### src/rtl/bms_adc_pkg.sv
// rtl/bms_adc_pkg.sv - shared types and defaults for the BMS ADC sample sequencer
package bms_adc_pkg;

  typedef enum logic [2:0] {
    IDLE,
    CS_SETUP,
    SHIFT,
    CS_HOLD,
    GAP,
    PUBLISH
  } state_t;

  localparam logic CH_VOLTAGE = 1'b0;
  localparam logic CH_CURRENT = 1'b1;

  localparam int FRAME_W = 16;

  localparam int DEF_SCLK_DIV      = 4;
  localparam int DEF_SAMPLE_PERIOD = 50_000;
  localparam int DEF_CS_GAP        = 4;

  // The current channel is offset-binary; flipping the MSB yields two's complement.
  function automatic logic [FRAME_W-1:0] offset_to_twos(input logic [FRAME_W-1:0] w);
    return {~w[FRAME_W-1], w[FRAME_W-2:0]};
  endfunction

endpackage

### src/rtl/spi_frame_engine.sv
// rtl/spi_frame_engine.sv - one 16-bit SPI mode-0 frame: chip-select setup, shift, hold
module spi_frame_engine
  import bms_adc_pkg::*;
#(
  parameter int SCLK_DIV = DEF_SCLK_DIV
) (
  input  logic               clk,
  input  logic               rst_n,
  input  logic               start,
  input  logic               channel,
  input  logic               miso,
  output logic               sclk,
  output logic               cs_n,
  output logic               mosi,
  output logic               done,
  output state_t             phase,
  output logic [FRAME_W-1:0] data
);

  localparam int CW = $clog2(2 * SCLK_DIV + 1);
  localparam logic [CW-1:0] HALF_LAST = CW'(SCLK_DIV - 1);
  localparam logic [CW-1:0] FULL_LAST = CW'(2 * SCLK_DIV - 1);
  localparam logic [3:0]    LAST_BIT  = 4'(FRAME_W - 1);

  logic [CW-1:0] cnt;
  logic [3:0]    bit_cnt;

  // miso is captured on the clk edge that raises sclk, i.e. at the end of each low phase.
  always_ff @(posedge clk or negedge rst_n) begin
    if (!rst_n) begin
      phase   <= IDLE;
      cnt     <= '0;
      bit_cnt <= '0;
      data    <= '0;
      cs_n    <= 1'b1;
      sclk    <= 1'b0;
      mosi    <= 1'b0;
    end else begin
      case (phase)
        IDLE: if (start) begin
          phase <= CS_SETUP;
          cnt   <= '0;
          cs_n  <= 1'b0;
          sclk  <= 1'b0;
          mosi  <= channel;
        end
        CS_SETUP: if (cnt == HALF_LAST) begin
          phase   <= SHIFT;
          cnt     <= '0;
          bit_cnt <= '0;
          sclk    <= 1'b1;
          data    <= {data[FRAME_W-2:0], miso};
        end else begin
          cnt <= cnt + 1'b1;
        end
        SHIFT: begin
          if (cnt == HALF_LAST) begin
            sclk <= 1'b0;
            mosi <= 1'b0;
            cnt  <= cnt + 1'b1;
          end else if (cnt == FULL_LAST) begin
            cnt <= '0;
            if (bit_cnt == LAST_BIT) begin
              phase <= CS_HOLD;
            end else begin
              bit_cnt <= bit_cnt + 1'b1;
              sclk    <= 1'b1;
              data    <= {data[FRAME_W-2:0], miso};
            end
          end else begin
            cnt <= cnt + 1'b1;
          end
        end
        CS_HOLD: if (cnt == HALF_LAST) begin
          phase <= IDLE;
          cnt   <= '0;
          cs_n  <= 1'b1;
        end else begin
          cnt <= cnt + 1'b1;
        end
        default: phase <= IDLE;
      endcase
    end
  end

  assign done = (phase == CS_HOLD) && (cnt == HALF_LAST);

endmodule

### src/rtl/adc_sample_sequencer.sv
// rtl/adc_sample_sequencer.sv - periodic two-channel (voltage, current) ADC sampling sequencer
module adc_sample_sequencer
  import bms_adc_pkg::*;
#(
  parameter int SCLK_DIV      = DEF_SCLK_DIV,
  parameter int SAMPLE_PERIOD = DEF_SAMPLE_PERIOD,
  parameter int CS_GAP        = DEF_CS_GAP
) (
  input  logic               clk,
  input  logic               rst_n,
  input  logic               enable,
  input  logic               adc_miso,
  output logic               adc_sclk,
  output logic               adc_cs_n,
  output logic               adc_mosi,
  output logic [15:0]        voltage,
  output logic signed [15:0] current,
  output logic               sample_valid,
  output logic               busy
);

  localparam int PW = $clog2(SAMPLE_PERIOD);
  localparam int GW = $clog2(CS_GAP + 1);
  localparam logic [PW-1:0] PERIOD_LAST = PW'(SAMPLE_PERIOD - 1);
  localparam logic [GW-1:0] GAP_LAST    = GW'(CS_GAP - 1);

  logic [PW-1:0]      period_cnt;
  logic               period_start;
  state_t             state;
  logic [GW-1:0]      gap_cnt;
  logic               frame_ch;
  logic [FRAME_W-1:0] ch0_word;

  logic               eng_start;
  logic               eng_chan;
  logic               eng_done;
  state_t             eng_phase;
  logic [FRAME_W-1:0] eng_data;

  assign period_start = enable && (period_cnt == PERIOD_LAST);

  always_ff @(posedge clk or negedge rst_n) begin
    if (!rst_n) begin
      period_cnt <= '0;
    end else if (!enable || period_start) begin
      period_cnt <= '0;
    end else begin
      period_cnt <= period_cnt + 1'b1;
    end
  end

  // Frames are launched combinationally so the engine's chip-select lines up with the FSM cycle.
  assign eng_start = ((state == IDLE) && period_start) ||
                     ((state == GAP) && (gap_cnt == GAP_LAST));
  assign eng_chan  = (state == GAP) ? CH_CURRENT : CH_VOLTAGE;

  spi_frame_engine #(
    .SCLK_DIV(SCLK_DIV)
  ) u_engine (
    .clk    (clk),
    .rst_n  (rst_n),
    .start  (eng_start),
    .channel(eng_chan),
    .miso   (adc_miso),
    .sclk   (adc_sclk),
    .cs_n   (adc_cs_n),
    .mosi   (adc_mosi),
    .done   (eng_done),
    .phase  (eng_phase),
    .data   (eng_data)
  );

  always_ff @(posedge clk or negedge rst_n) begin
    if (!rst_n) begin
      state        <= IDLE;
      gap_cnt      <= '0;
      frame_ch     <= CH_VOLTAGE;
      ch0_word     <= '0;
      voltage      <= '0;
      current      <= '0;
      sample_valid <= 1'b0;
      busy         <= 1'b0;
    end else begin
      sample_valid <= 1'b0;
      case (state)
        IDLE: if (period_start) begin
          state    <= CS_SETUP;
          frame_ch <= CH_VOLTAGE;
          busy     <= 1'b1;
        end
        CS_SETUP: if (eng_phase == SHIFT) state <= SHIFT;
        SHIFT:    if (eng_phase == CS_HOLD) state <= CS_HOLD;
        CS_HOLD: if (eng_done) begin
          if (frame_ch == CH_VOLTAGE) begin
            ch0_word <= eng_data;
            gap_cnt  <= '0;
            state    <= GAP;
          end else begin
            voltage      <= ch0_word;
            current      <= offset_to_twos(eng_data);
            sample_valid <= 1'b1;
            state        <= PUBLISH;
          end
        end
        GAP: if (gap_cnt == GAP_LAST) begin
          state    <= CS_SETUP;
          frame_ch <= CH_CURRENT;
        end else begin
          gap_cnt <= gap_cnt + 1'b1;
        end
        PUBLISH: begin
          state <= IDLE;
          busy  <= 1'b0;
        end
        default: state <= IDLE;
      endcase
    end
  end

endmodule

### config.mk
export PLATFORM = sky130hd
export DESIGN_NAME = adc_sample_sequencer
export DESIGN_NICKNAME = d
export VERILOG_FILES = /design/src/rtl/bms_adc_pkg.sv /design/src/rtl/spi_frame_engine.sv /design/src/rtl/adc_sample_sequencer.sv
export SDC_FILE = /design/constraint.sdc
export NUM_CORES = 1
export LEC_CHECK = 0
export BUFFER_PORTS_ARGS = -buffer_cell sky130_fd_sc_hd__buf_2
export CAP_MARGIN = 20
export CORE_ASPECT_RATIO = 0.8
export CORE_UTILIZATION = 26
export DETAILED_ROUTE_END_ITERATION = 12
export HOLD_SLACK_MARGIN = 0.02
export PLACE_DENSITY_LB_ADDON = 0.08
export SKIP_CTS_REPAIR_TIMING = 1
export SYNTH_ARGS = -nofsm -noshare
export SYNTH_HDL_FRONTEND = slang
export SYNTH_SLANG_ARGS = --single-unit
### constraint.sdc
create_clock -name clk -period 3.8 [get_ports clk]
set_clock_uncertainty 0.15 [all_clocks]
set_input_delay 0.19 -clock clk [delete_from_list [all_inputs] [get_ports clk]]
set_output_delay 0.19 -clock clk [all_outputs]
set_load 0.01 [all_outputs]
After elaboration in Yosys (flattened, before gate mapping). Cells that the tools add are included.

Register bits: 103. Word-level logic and storage cells: 135. Bits of input ports: 4.

Reductions and logical operators: 30. Equality and inequality tests: 30. Add/sub/neg operators: 4. Bitwise gates (word level): 2. Multiplexer cells: 53.

Operators with widths (count): two-way mux 16 bit (5); two-way mux 3 bit (14); two-way mux 4 bit (8); one-hot mux 16 bit (2 select lines) (1); inequality test 2 bit (second input constant) (9); adder 16 x 1 -> 16 bit (second input constant) (1); == test 16 bit (second input constant) (1); == test 3 x 2 -> 1 bit (second input constant) (5); two-way mux 1 bit (15); one-hot mux 3 bit (5 select lines) (1); AND reduction 3 bit (5); AND reduction 5 bit (3); inequality test 2 x 1 -> 1 bit (second input constant) (6); one-hot mux 3 bit (4 select lines) (1); one-hot mux 4 bit (3 select lines) (1); nonzero test 2 bit (6); adder 4 x 1 -> 4 bit (second input constant) (2); one-hot mux 1 bit (2 select lines) (4); one-hot mux 4 bit (2 select lines) (1); == test 3 x 1 -> 1 bit (second input constant) (2); == test 3 bit (second input constant) (2); zero test 3 bit (2); one-hot mux 3 bit (2 select lines) (1); AND reduction 6 bit (1); 15 further kinds (22).

Depth between registers and ports, before layout.
Depth in word-level cells: 6. Depth in mapped cells: 8. Gate-level depth less buffers: 6.

By module. A second synthesis with hierarchy kept.

Cell total of the unflattened synthesis: 371. Area, all modules: 4728.3 µm².

Modules (own cells, without submodules): adc_sample_sequencer (seq. area each 1826.8 µm², area each 3203.1 µm², times used 1, cells an instance 239); spi_frame_engine (seq. area each 726.9 µm², area each 1525.2 µm², times used 1, cells an instance 132).

Least setup slack after synthesis. No wires, ideal clock.

Kind: register -> register. From: reg u_engine.cnt[0]. To: reg current[0]. Slack: 1.536 ns. Arrival time: 1.989 ns. Cell stages (with the launch flop): 8. Library setup time: 0.125 ns. Buffers on the path: 3. Cell sequence: dfrtp_1 -> ha_1 -> or3b_1 -> buf_6 -> or3_1 -> buf_6 -> buf_12 -> mux2_4.

Word-level cells in the longest chain between the ends: 3.

RTL lines: from (decl) (RTL line spi_frame_engine.sv:25) `logic [CW-1:0] cnt;`; from (signal assigned) (RTL line spi_frame_engine.sv:54) `cnt <= cnt + 1'b1;`; from (signal assigned) (RTL line spi_frame_engine.sv:60) `cnt <= cnt + 1'b1;`; from (signal assigned) (RTL line spi_frame_engine.sv:71) `cnt <= cnt + 1'b1;`; == test 4 x 2 -> 1 bit (RTL line spi_frame_engine.sv:86) `assign done = (phase == CS_HOLD) && (cnt == HALF_LAST);`; logical AND 1 bit (RTL line spi_frame_engine.sv:86); AND reduction 3 bit (no source line); to (signal assigned) (RTL line adc_sample_sequencer.sv:100) `current <= offset_to_twos(eng_data);`; to (decl) (RTL line adc_sample_sequencer.sv:17) `output logic signed [15:0] current,`.

No other way between the ends. A chain may end at the register's enable or synchronous reset.

Worst setup path after layout.
From: reg u_engine.cnt[0]. To: reg current[8].

The elaborated chain is that of the path after synthesis.

==> reports/qor.csv <==
metric;value;unit
run_status;complete, no violations;
worstSetupEndpoint;current[8]$_DFFE_PN0P_;
synth_area_leader_cell;sky130_fd_sc_hd__dfrtp_1;
netlist_top_cells_area;sky130_fd_sc_hd__dfrtp_1 54%, sky130_fd_sc_hd__mux2_2 9.2%, sky130_fd_sc_hd__mux2_4 8.7%;
number_of_storage_elements_in_the_synthesis_netlist;102;
insertedDiodeCount;0;
maxSlewHeadroom;38.1;%
detail_route.vias_per_cell;4.56;
cp_cell_sequence;ha_1 -> or3b_1 -> or3_2 -> buf_12 -> mux2_4;
dieArea;0.0185;mm²
crit_slowest_cell;sky130_fd_sc_hd__or3_2;
drt-total-wl;9800;µm
power.combinational.fraction;1.8;%
largest_net_degree_at_the_start_of_global_routing;71;
firstDrtPassIters;4;
place.detailed.hpwl;6340;µm
min_period_over_period;70.0;%
critical_path.n_buffers_inverters;1;
sw_frac_of_total;22.9;%
vias;2926;
grt_antenna_before_repair;0;
worst_hold_class;in -> async;
rows;43;
worst-path-stages;5;
setup_violations;0;
critPathLaunch;u_engine.cnt[0]$_DFFE_PN0P_;
timing_worst_setup_path_type;reg -> reg;
ys_seq_area_share;54.7;%
cts_root_buffer;sky130_fd_sc_hd__clkbuf_16;
cp.arrival;2.74;ns
cap_violations;0;
max_freq;376;MHz
final.fill_count;1795;
portBuffers;40;
worstReg2RegEnd;current[8]$_DFFE_PN0P_;
die_w;152;µm
netlist_area;0.00466;mm²
slew_violations;0;
grt_pass1_wl;16400;µm
numCtsBuffers;9;
ctsHtreeMaxLevel;3;
r2r-start;u_engine.cnt[0]$_DFFE_PN0P_;
place.gp.congestion;0.743;
syn2layout_area_growth;15.6;%
clkSlewWorstSetupHoldPaths;0.07;ns
drt_drc_violations_left;0;
critPathMaxFanout;29;
floorplan.die.height;122;µm
critical_path.max_stage_delay;0.66;ns
timing.final.hold_violations;0;
io_pins;41;
rsz0062_at_grt;no;
crit_path_end_kind;flop;
cp_top_family;simple AND/OR/NAND/NOR gates;
first_global_vias;2920;
power_per_cell_area;371;mW/mm²
final_layout_size_suffix_gt1_share;31.7;%
ys_types;53;
final_net_count;425;
antenna_violating_nets_post_route;0;
tritoncts;yes;
grt-ovfl-total;0;
setup_tns;0;ns
net-switching-power;0.459;mW
max_slew.worst_pin.slew;0.929;ns
synthArstFlopShare;100;%
total_cell_area_at_the_placement_stage;0.00507;mm²
first_iter_violations;147;
seqPwrFrac;54.4;%
netlist.area_leader.share;54.2;%
fin_total_pwr;2.00;mW
synth.net_count;380;
yosys_warnings;0;
worst_r2r_path_depth;5;
setup.reg_to_reg.worst_slack;1.14;ns
power.ir.vdd_worst;161;µV
timing.critical_path.from_type;flop;
clkLatencyLatePin;0.35;ns
ctsLongestPathBuffers;2;
core_area;0.0174;mm²
power_leakage;2.64;nW
syn-instance-count;366;
synth-main-ff-cell;sky130_fd_sc_hd__dfrtp_1;
portion_of_total_power_attributed_to_the_clock_network;43.8;%
layout.cell_area.non_filler;0.00539;mm²
globalRouteTotalUtil;11.7;%
worst-endpoint-required;3.88;ns
cellInternalPower;1.54;mW
final.min_clock_period;2.66;ns
initial_utilization;26.8;%
clk_sinks;102;
synth-edff-count;0;
syn_avg_cell_area;12.7;µm²
wl_per_cell;15.3;µm
power groups by stage:
stage          clock network, mW  logic (mW)  registers (mW)
4_1_cts                    0.920      0.0359            1.09
3_5_place_dp                   0      0.0360            1.11
6_report                   0.877      0.0351            1.09
5_1_grt                    0.957      0.0426            1.09
3_3_place_gp                   0      0.0357            1.11
2_1_floorplan                  0     0.00594            1.11
sequential cells by signal (all words and copies together) (netlist names):
register          count
period_cnt           16
gap_cnt               3
u_engine.cs_n         1
state                 3
sample_valid          1
u_engine.data        16
u_engine.mosi         1
current              16
frame_ch              1
busy                  1
ch0_word             16
u_engine.bit_cnt      4
u_engine.sclk         1
u_engine.cnt          4
u_engine.phase        2
voltage              16
area by class of cell:
type	count	area, µm²	area share (%)
multi-input cells	231	1920	35.7
inverters	18	67.6	1.25
repair buffers	49	290	5.38
clock inverters	6	46.3	0.859
flip-flops and latches	102	2550	47.4
clock buffers	10	229	4.25
well taps	225	282	5.22
worst min path at each step:
stage                               to  cells past startpoint  slack, ns                    start
2_1_floorplan         busy$_DFFE_PN0P_                      0      -0.26                    rst_n
3_3_place_gp   period_cnt[7]$_DFF_PN0_                      1       0.24                    rst_n
3_5_place_dp   period_cnt[7]$_DFF_PN0_                      1       0.25                    rst_n
4_1_cts        period_cnt[4]$_DFF_PN0_                      1      -0.14                    rst_n
5_1_grt         voltage[7]$_DFFE_PN0P_                      1       0.37  ch0_word[7]$_DFFE_PN0P_
6_report       period_cnt[4]$_DFF_PN0_                      2       0.34                    rst_n
cells in the final DEF, fill, tap and decap left out, types with 3 or more instances in the layout:
| cell | synthesis | layout |
|---|---|---|
| sky130_fd_sc_hd__clkbuf_16 | 0 | 9 |
| sky130_fd_sc_hd__mux2_4 | 27 | 27 |
| sky130_fd_sc_hd__o31ai_1 | 3 | 3 |
| sky130_fd_sc_hd__buf_2 | 2 | 39 |
| sky130_fd_sc_hd__inv_1 | 18 | 18 |
| sky130_fd_sc_hd__nand2_1 | 14 | 14 |
| sky130_fd_sc_hd__nor2b_1 | 3 | 3 |
| sky130_fd_sc_hd__nor3b_1 | 4 | 4 |
| sky130_fd_sc_hd__and4_1 | 4 | 4 |
| sky130_fd_sc_hd__nand4_1 | 8 | 8 |
| sky130_fd_sc_hd__nand3b_1 | 4 | 4 |
| sky130_fd_sc_hd__o211ai_1 | 5 | 5 |
| sky130_fd_sc_hd__xnor2_1 | 3 | 3 |
| sky130_fd_sc_hd__nor2_1 | 19 | 19 |
| sky130_fd_sc_hd__or3_1 | 4 | 3 |
| sky130_fd_sc_hd__xor2_1 | 7 | 7 |
| sky130_fd_sc_hd__mux2_2 | 38 | 38 |
| sky130_fd_sc_hd__o2111ai_1 | 3 | 3 |
| sky130_fd_sc_hd__dlygate4sd3_1 | 0 | 3 |
| sky130_fd_sc_hd__o22ai_1 | 3 | 3 |
| sky130_fd_sc_hd__a22o_1 | 3 | 3 |
| sky130_fd_sc_hd__dfrtp_1 | 101 | 101 |
| sky130_fd_sc_hd__nor3_1 | 4 | 4 |
| sky130_fd_sc_hd__nand3_1 | 11 | 11 |
| sky130_fd_sc_hd__buf_4 | 1 | 6 |
| sky130_fd_sc_hd__a21oi_1 | 11 | 11 |
| sky130_fd_sc_hd__or4_1 | 3 | 3 |
| sky130_fd_sc_hd__ha_1 | 10 | 10 |
| sky130_fd_sc_hd__o21ai_0 | 16 | 16 |
metrics by stage:
stage | std cells | hold WS [ns] | util (%) | worst slack (ns)
2_1_floorplan | 366 | -0.256 | - | 1.54
3_3_place_gp | 621 | 0.244 | 29.1 | 0.957
3_5_place_dp | 621 | 0.250 | 29.1 | 0.905
4_1_cts | 637 | -0.141 | 30.6 | 0.880
5_1_grt | 641 | 0.366 | 30.9 | 1.02
6_report | 641 | 0.340 | 30.9 | 1.14
per-layer routing:
layer	global-route usage, %	vias to the layer above	routed length [µm]
met3	3.00	10	283
met1	17.6	1465	5310
met2	15.8	43	4040
met4	4.52	0	163
li1	-	1408	-
met5	0	-	0
cell families after synthesis:
| family | count (synthesis) | synth area share [%] |
|---|---|---|
| AOI/OAI and AO/OA | 56 | 7.70 |
| xor gates and xnor gates | 10 | 1.88 |
| adders and majority gates | 10 | 2.68 |
| buffers and inverters | 33 | 4.05 |
| DFF | 102 | 54.7 |
| muxes | 65 | 17.9 |
| and+or+nand+nor | 90 | 11.1 |
cell usage after synthesis, types with 2 or more instances:
library cell / n
sky130_fd_sc_hd__a211oi_1: 2
sky130_fd_sc_hd__a21o_1: 2
sky130_fd_sc_hd__a21oi_1: 11
sky130_fd_sc_hd__a22o_1: 3
sky130_fd_sc_hd__a31oi_1: 2
sky130_fd_sc_hd__and4_1: 4
sky130_fd_sc_hd__buf_12: 2
sky130_fd_sc_hd__buf_2: 2
sky130_fd_sc_hd__buf_6: 2
sky130_fd_sc_hd__clkbuf_1: 6
sky130_fd_sc_hd__dfrtp_1: 101
sky130_fd_sc_hd__ha_1: 10
sky130_fd_sc_hd__inv_1: 18
sky130_fd_sc_hd__mux2_2: 38
sky130_fd_sc_hd__mux2_4: 27
sky130_fd_sc_hd__nand2_1: 14
sky130_fd_sc_hd__nand3_1: 11
sky130_fd_sc_hd__nand3b_1: 4
sky130_fd_sc_hd__nand4_1: 8
sky130_fd_sc_hd__nor2_1: 19
sky130_fd_sc_hd__nor2b_1: 3
sky130_fd_sc_hd__nor3_1: 4
sky130_fd_sc_hd__nor3b_1: 4
sky130_fd_sc_hd__o2111ai_1: 3
sky130_fd_sc_hd__o211ai_1: 5
sky130_fd_sc_hd__o21ai_0: 16
sky130_fd_sc_hd__o22ai_1: 3
sky130_fd_sc_hd__o31ai_1: 3
sky130_fd_sc_hd__or2_2: 2
sky130_fd_sc_hd__or3_1: 4
sky130_fd_sc_hd__or4_1: 3
sky130_fd_sc_hd__xnor2_1: 3
sky130_fd_sc_hd__xor2_1: 7
Power figures use the tool's default switching activity.
